### config.mk
export PLATFORM = sky130hd
export DESIGN_NAME = seq_shift8
export DESIGN_NICKNAME = d
export VERILOG_FILES = /design/src/rtl/seq_shift_pkg.sv /design/src/rtl/seq_shift8_step.sv /design/src/rtl/seq_shift8.sv
export SDC_FILE = /design/constraint.sdc
export NUM_CORES = 1
export LEC_CHECK = 0
export CAP_MARGIN = 20
export CORE_ASPECT_RATIO = 0.9
export CORE_MARGIN = 2
export CORE_UTILIZATION = 40
export CTS_CLUSTER_SIZE = 20
export DETAILED_ROUTE_END_ITERATION = 16
export PLACE_DENSITY = 0.67
export SYNTH_ARGS = -nofsm -noshare
export SYNTH_HDL_FRONTEND = slang
export SYNTH_SLANG_ARGS = --single-unit
### constraint.sdc
create_clock -name clk -period 2 [get_ports clk]
set_input_delay 0.5 -clock clk [delete_from_list [all_inputs] [get_ports clk]]
set_output_delay 0.5 -clock clk [all_outputs]
set_load 0.05 [all_outputs]
### src/rtl/seq_shift_pkg.sv
// seq_shift_pkg: shared encodings for the sequential shifter
package seq_shift_pkg;
  localparam logic DIR_LEFT = 1'b0;
  localparam logic DIR_RIGHT = 1'b1;
  localparam logic MODE_SHIFT = 1'b0;
  localparam logic MODE_ROT = 1'b1;
  typedef enum logic [1:0] {
    IDLE  = 2'd0,
    SHIFT = 2'd1,
    DONE  = 2'd2
  } state_t;
endpackage

### src/rtl/seq_shift8_step.sv
// shift_step: single-position logical shift or rotate
module shift_step import seq_shift_pkg::*; #(
  parameter int WIDTH = 8
) (
  input  logic [WIDTH-1:0] w,
  input  logic             d,
  input  logic             rot,
  output logic [WIDTH-1:0] w_next
);
  logic fill_r, fill_l;
  assign fill_r = (rot == MODE_ROT) & w[0];
  assign fill_l = (rot == MODE_ROT) & w[WIDTH-1];
  assign w_next = (d == DIR_RIGHT) ? {fill_r, w[WIDTH-1:1]} : {w[WIDTH-2:0], fill_l};
endmodule

### src/rtl/seq_shift8.sv
// seq_shift8: handshaked shifter/rotator moving one bit position per clock
module seq_shift8 import seq_shift_pkg::*; #(
  parameter int WIDTH = 8,
  localparam int SW = $clog2(WIDTH)
) (
  input  logic             clk,
  input  logic             rst,
  input  logic             in_valid,
  output logic             in_ready,
  input  logic [WIDTH-1:0] a,
  input  logic [SW-1:0]    s,
  input  logic             d,
  input  logic             rot,
  output logic             out_valid,
  input  logic             out_ready,
  output logic [WIDTH-1:0] out,
  output logic             busy
);
  state_t state, state_n;
  logic [WIDTH-1:0] w, w_next;
  logic [SW-1:0] cnt;
  logic dir, mode;
  assign in_ready = state == IDLE;
  assign out_valid = state == DONE;
  assign busy = state != IDLE;
  assign out = w;
  shift_step #(.WIDTH(WIDTH)) u_step (
    .w(w),
    .d(dir),
    .rot(mode),
    .w_next(w_next)
  );
  // next state; unused encodings fall back to IDLE
  always_comb begin
    state_n = IDLE;
    state_n = (state == IDLE) ? (in_valid ? SHIFT : IDLE) :
              (state == SHIFT) ? ((cnt == '0) ? DONE : SHIFT) :
              (state == DONE) ? (out_ready ? IDLE : DONE) : IDLE;
  end
  // state, work register and step counter
  always_ff @(posedge clk or posedge rst) begin
    if (rst) begin
      state <= IDLE;
      w <= '0;
      cnt <= '0;
      dir <= DIR_LEFT;
      mode <= MODE_SHIFT;
    end else begin
      state <= state_n;
      if (in_valid && in_ready) begin
        w <= a;
        cnt <= s;
        dir <= d;
        mode <= rot;
      end else if (state == SHIFT && cnt != '0) begin
        w <= w_next;
        cnt <= cnt - SW'(1);
      end
    end
  end
endmodule
==> results of run 1 <==
==> where the power goes <==
part / switching [W] / total, W / internal, W
registers: 0.000160 / 0.000622 / 0.000462
logic: 0.000771 / 0.00162 / 0.000847
clock network: 0.0000931 / 0.000171 / 0.0000774
total: 0.00102 / 0.00241 / 0.00139
==> sequential cells by signal, summed over array words and instances, names as in the netlist <==
signal	count
dir	1
state	2
cnt	3
mode	1
out	8
==> Yosys cell counts, drive strengths merged (2+ instances only) <==
library cell,n,area (µm²)
nand2b,2,12.51
nor2,3,11.26
buf,4,47.54
nand2,2,7.510
mux2i,4,40.04
inv,8,30.03
nor4b,2,17.52
ha,2,25.02
a31oi,2,12.51
mux2,22,270.3
dfrtp,15,375.4
==> per-layer routing <==
| metal | track usage (%) | vias to the layer above |
|---|---|---|
| li1 | - | 347 |
| met1 | 20.99 | 348 |
| met2 | 24.60 | 16 |
| met3 | 6.364 | 2 |
| met4 | 4.878 | 0 |
| met5 | 0 | - |
==> path summary, 6_finish.rpt <==
path	from	end	cells after the start
min in group asynchronous	rst	out[0]	2
max reg2reg	cnt[0]	out[4]	6
min	mode	mode	1
max	in_valid	cnt[2]	6
max in group asynchronous	rst	dir	2
min reg2reg	mode	mode	1
==> stage by stage <==
step	hold slack, ns	cells	utilization, %	TNS [ns]
finish	0.5621	141	59.15	0
global route	0.5973	141	59.15	0
CTS	0.5661	141	59.15	0
global placement	0.5296	137	57.95	-1.273
floorplan	0.4015	79	-	0
detailed placement	0.5456	137	57.95	-1.178
==> final cells by class <==
class	instances	area, µm²
Multi-Input combinational cell	51	489.2
Sequential cell	15	375.4
Tap cell	27	33.78
Timing Repair Buffer	36	347.8
Clock buffer	4	26.28
Inverter	8	30.03
Fill cell	190	899.6
==> cell families after synthesis <==
kind of cell             after synthesis  share of synthesized area [%]
AO/OA/AOI/OAI                          9                          7.029
adder cells (fa/ha/maj)                2                          2.652
flip-flops                            15                          39.79
AND/OR/NAND/NOR                       14                          9.019
multiplexers                          26                          32.89
buffers and inverters                 13                          8.620
==> critical path, delay by kind of cell <==
kind | cells | cell delay, ns
simple gates | 1 | 0.34
buf+inv | 3 | 0.82
compound gates | 2 | 0.42
==> results.yml, run 1 <==
final_layout:
  design_area_um2: 1303
  nets: 134
  drive_above_1_share_pct: 42.11
  final_cell_mix: "buf_4 (17), mux2_2 (16), clkdlybuf4s50_1 (16)"
  final_common_cell: "buf_4"
  syn_to_final_growth_pct: 38.06
  antennaDiodeCount: 0
drt:
  avgViaCountPerCell: 5.057
  drt-total-wl_um: 1884
  top_layer: "met4"
  wl_met1_um: 854
  vias: 713
  drtIter0Drc: 5
  routed-wl-met2_um: 901
  antenna_left: 0
  first_pass_iters: 2
  met3_length_um: 106
  drcViolationCount: 0
  wl_per_cell_um: 13.36
grt:
  grt_max_degree: 16
  grt_pass1_wl_um: 3111
  antenna_found_initial: 0
  grt_pass1_vias: 688
  grt-ovfl-total: 0
  track_usage_pct: 16.22
synth:
  synth.avg_cell_area_um2: 11.94
  syn_area_um2: 943.4
  synth_edf_count: 0
  ys_seq_area_share_pct: 39.79
  yosys_register_bits: 15
  syn_inst: 79
  async_flop_share_pct: 100.0
  synth_cell_type_count: 27
  yosys_warnings: 0
  syn_nets: 98
  synthFlopType: "dfrtp_1"
worst_setup_path:
  cp_slowest_cell: "clkdlybuf4s50_1"
  critPathRequiredTime_ns: 2.21
  crit_top_cell: "buf_4"
  path_cells: "clkdlybuf4s50_1 -> or3b_1 -> buf_4 -> buf_4 -> a221oi_1 -> a2bb2oi_1"
  crit_type: "input port to flip-flop"
  worst_setup_path_end_kind: "flip-flop"
  crit_path_max_incr_delay_ns: 0.46
  crit_arrival_ns: 2.08
  start_kind: "input port"
  worst-r2r-setup-slack_ns: 0.34
  cp_max_fo: 8
pwr:
  irDropWorstVdd_v: 0.0009628
  power_w: 0.002410
  p_per_area_nw_per_um2: 1850
  leakagePower_nw: 0.6298
clocking:
  cts_tree: "done"
  clkTransAtPathRegs_ns: 0.08
  cts_resized: 0
  root_buffer: "clkbuf_4"
  clock_latency_ns: 0.28
  clock-sinks: 15
  h-tree-depth: 1
  cts_buffers: 3
  cts_setup_buffers: 0
  max-clock-path-buffers: 2
  cts_hold_buffers: 0
timing:
  hold_viol: 0
  setup_viol: 0
  setup_slack_ns: 0.1252
  fin_crit_ns: 1.875
  rsz0062_at_grt: "false"
  worstMarginPinSlew_ns: 0.5676
  slew_violations: 0
  skew_ns: 0.0009445
  post-route-period-util_pct: 93.74
  relSlewSlack_pct: 62.12
  max_freq_mhz: 533.4
floorplan:
  ios: 28
  core_um2: 2202
  start_util_pct: 42.84
  dieArea_um2: 2763
  rows: 16
  die_x_um: 55.19
  die_h_um: 50.07
place:
  dpl.hpwl_um: 1470
  port_buffers: 27
  placedInstanceArea_um2: 1276
  gp_congestion: 0.7740
  post-place-ws_ns: -0.1768
status:
  status: "finished, final reports clean"
run:
  maxCapViolCount: 0
min_path:
  hp-class: "flip-flop to flip-flop"
(Power assumes the default switching activity.)
==> run 2, diff against run 1 <==
--- a/config.mk
+++ b/config.mk
@@ -8,10 +8,10 @@
 export CAP_MARGIN = 20
 export CORE_ASPECT_RATIO = 0.9
 export CORE_MARGIN = 2
-export CORE_UTILIZATION = 40
+export CORE_UTILIZATION = 46
 export CTS_CLUSTER_SIZE = 20
 export DETAILED_ROUTE_END_ITERATION = 16
-export PLACE_DENSITY = 0.67
+export PLACE_DENSITY = 0.75
 export SYNTH_ARGS = -nofsm -noshare
 export SYNTH_HDL_FRONTEND = slang
 export SYNTH_SLANG_ARGS = --single-unit
==> run 2 against run 1 <==
Global-route usage increased by 4.3 points. First-iteration DRC count increased by 60%. Die area decreased by 12%. Worst hold slack got worse by 0.011 ns. Sequential power decreased by 1%. Critical endpoint is now out[2]. Largest power group unchanged.
==> results.yml, run 2 (synthesis results as in run 1) <==
final_layout:
  nFillCells: 160
  multi_input_area_um2: 489.2
  design_area_um2: 1294
  final_cells: 138
  post-route-util_pct: 66.93
  final_cell_mix: "mux2_2 (16), clkdlybuf4s50_1 (16), buf_4 (16)"
  antennaDiodeCount: 0
  seq_area_um2: 375.4
  nets: 133
  drive_above_1_share_pct: 42.48
  largest_reg_flops: 8
  syn_to_final_growth_pct: 37.14
timing:
  setup_viol: 0
  rsz0062_at_grt: "false"
  max_freq_mhz: 524.5
  post-route-period-util_pct: 95.33
  fin_hold_ws_ns: 0.5512
  fin_crit_ns: 1.907
  skew_ns: 0.006099
  hold_viol: 0
  relSlewSlack_pct: 60.96
  worstMarginPinSlew_ns: 0.5850
  slew_violations: 0
clocking:
  h-tree-depth: 1
  clkTransAtPathRegs_ns: 0.09
  cts_setup_buffers: 0
  max-clock-path-buffers: 2
  cts_resized: 0
  root_buffer: "clkbuf_4"
  clock_latency_ns: 0.28
  cts_buffers: 3
  clock-sinks: 15
  cts_tree: "done"
  cts_hold_buffers: 0
drt:
  drcViolationCount: 0
  vias: 730
  first_pass_iters: 4
  drt-total-wl_um: 2070
  antenna_left: 0
  avgViaCountPerCell: 5.290
  wl_per_cell_um: 15.00
  drtIter0Drc: 8
grt:
  grt-ovfl-total: 0
  grt_max_degree: 16
  track_usage_pct: 20.51
  grt_pass1_vias: 743
  antenna_found_initial: 0
  grt_pass1_wl_um: 3470
worst_setup_path:
  crit_arrival_ns: 2.07
  cp_max_fo: 8
  worst_setup_path_end_kind: "flip-flop"
  critPathRequiredTime_ns: 2.17
  worst-r2r-setup-slack_ns: 0.37
  crit_type: "input port to flip-flop"
  start_kind: "input port"
pwr:
  irDropWorstVdd_v: 0.001087
  power_w: 0.002399
  leakagePower_nw: 0.6280
  p_per_area_nw_per_um2: 1855
place:
  place_inst: 134
  gp_congestion: 0.7976
  dpl.hpwl_um: 1617
  port_buffers: 27
  placedInstanceArea_um2: 1266
floorplan:
  die_h_um: 46.96
  rows: 15
  ios: 28
  start_util_pct: 48.80
  core_um2: 1933
  dieArea_um2: 2429
  die_x_um: 51.74
status:
  status: "finished, final reports clean"
min_path:
  hp-class: "flip-flop to flip-flop"
run:
  maxCapViolCount: 0
[run 2: changes by cell type in the layout (fill, tap and decap cells not counted), sizes merged]
cell,delta
buf,-1
clkbuf,-1
clkinv,+1
[run 2: critical path, cell delays in order]
cell and delay, ns:
clkdlybuf4s50_1 0.48, or3b_1 0.34, buf_4 0.19, mux2_4 0.31
mux2_4 0.26
[run 2: stage by stage]
| stage | TNS [ns] | worst slack (ns) |
|---|---|---|
| after detailed placement | -1.473 | -0.1933 |
| after CTS | 0 | 0.09578 |
| after global routing | 0 | 0.02307 |
| after global placement | -1.251 | -0.1785 |
| final | 0 | 0.09346 |
| after floorplan | 0 | 0.1618 |
[run 2: path summary, 6_finish.rpt]
path	start	end	depth (start not counted)
hold / removal	cnt[1]	cnt[1]	2
setup / recovery	in_valid	out[2]	5
max in group asynchronous	rst	out[1]	2
hold reg to reg	cnt[1]	cnt[1]	2
setup reg to reg	cnt[0]	out[0]	6
min in group asynchronous	rst	cnt[2]	2
[run 2: layer usage]
metal | share of wire, % | GRT usage [%]
met5 | 0 | 0
met4 | 0.58 | 4.737
met2 | 55 | 37.95
met1 | 42 | 23.95
met3 | 3.0 | 6.051
[run 2: final cells by class]
type	count	share of cell area, %
clock buffers	3	1.741
clock inverters	1	0.3868
inverters	8	2.321
multi-input cells	51	37.81
flip-flops and latches	15	29.01
well taps	25	2.418
repair buffers	35	26.31
[run 2: power by group]
group	internal, W	switching, W
clock network	0.0000741	0.0000968
logic	0.000831	0.000783
registers	0.000461	0.000154
total	0.00137	0.00103
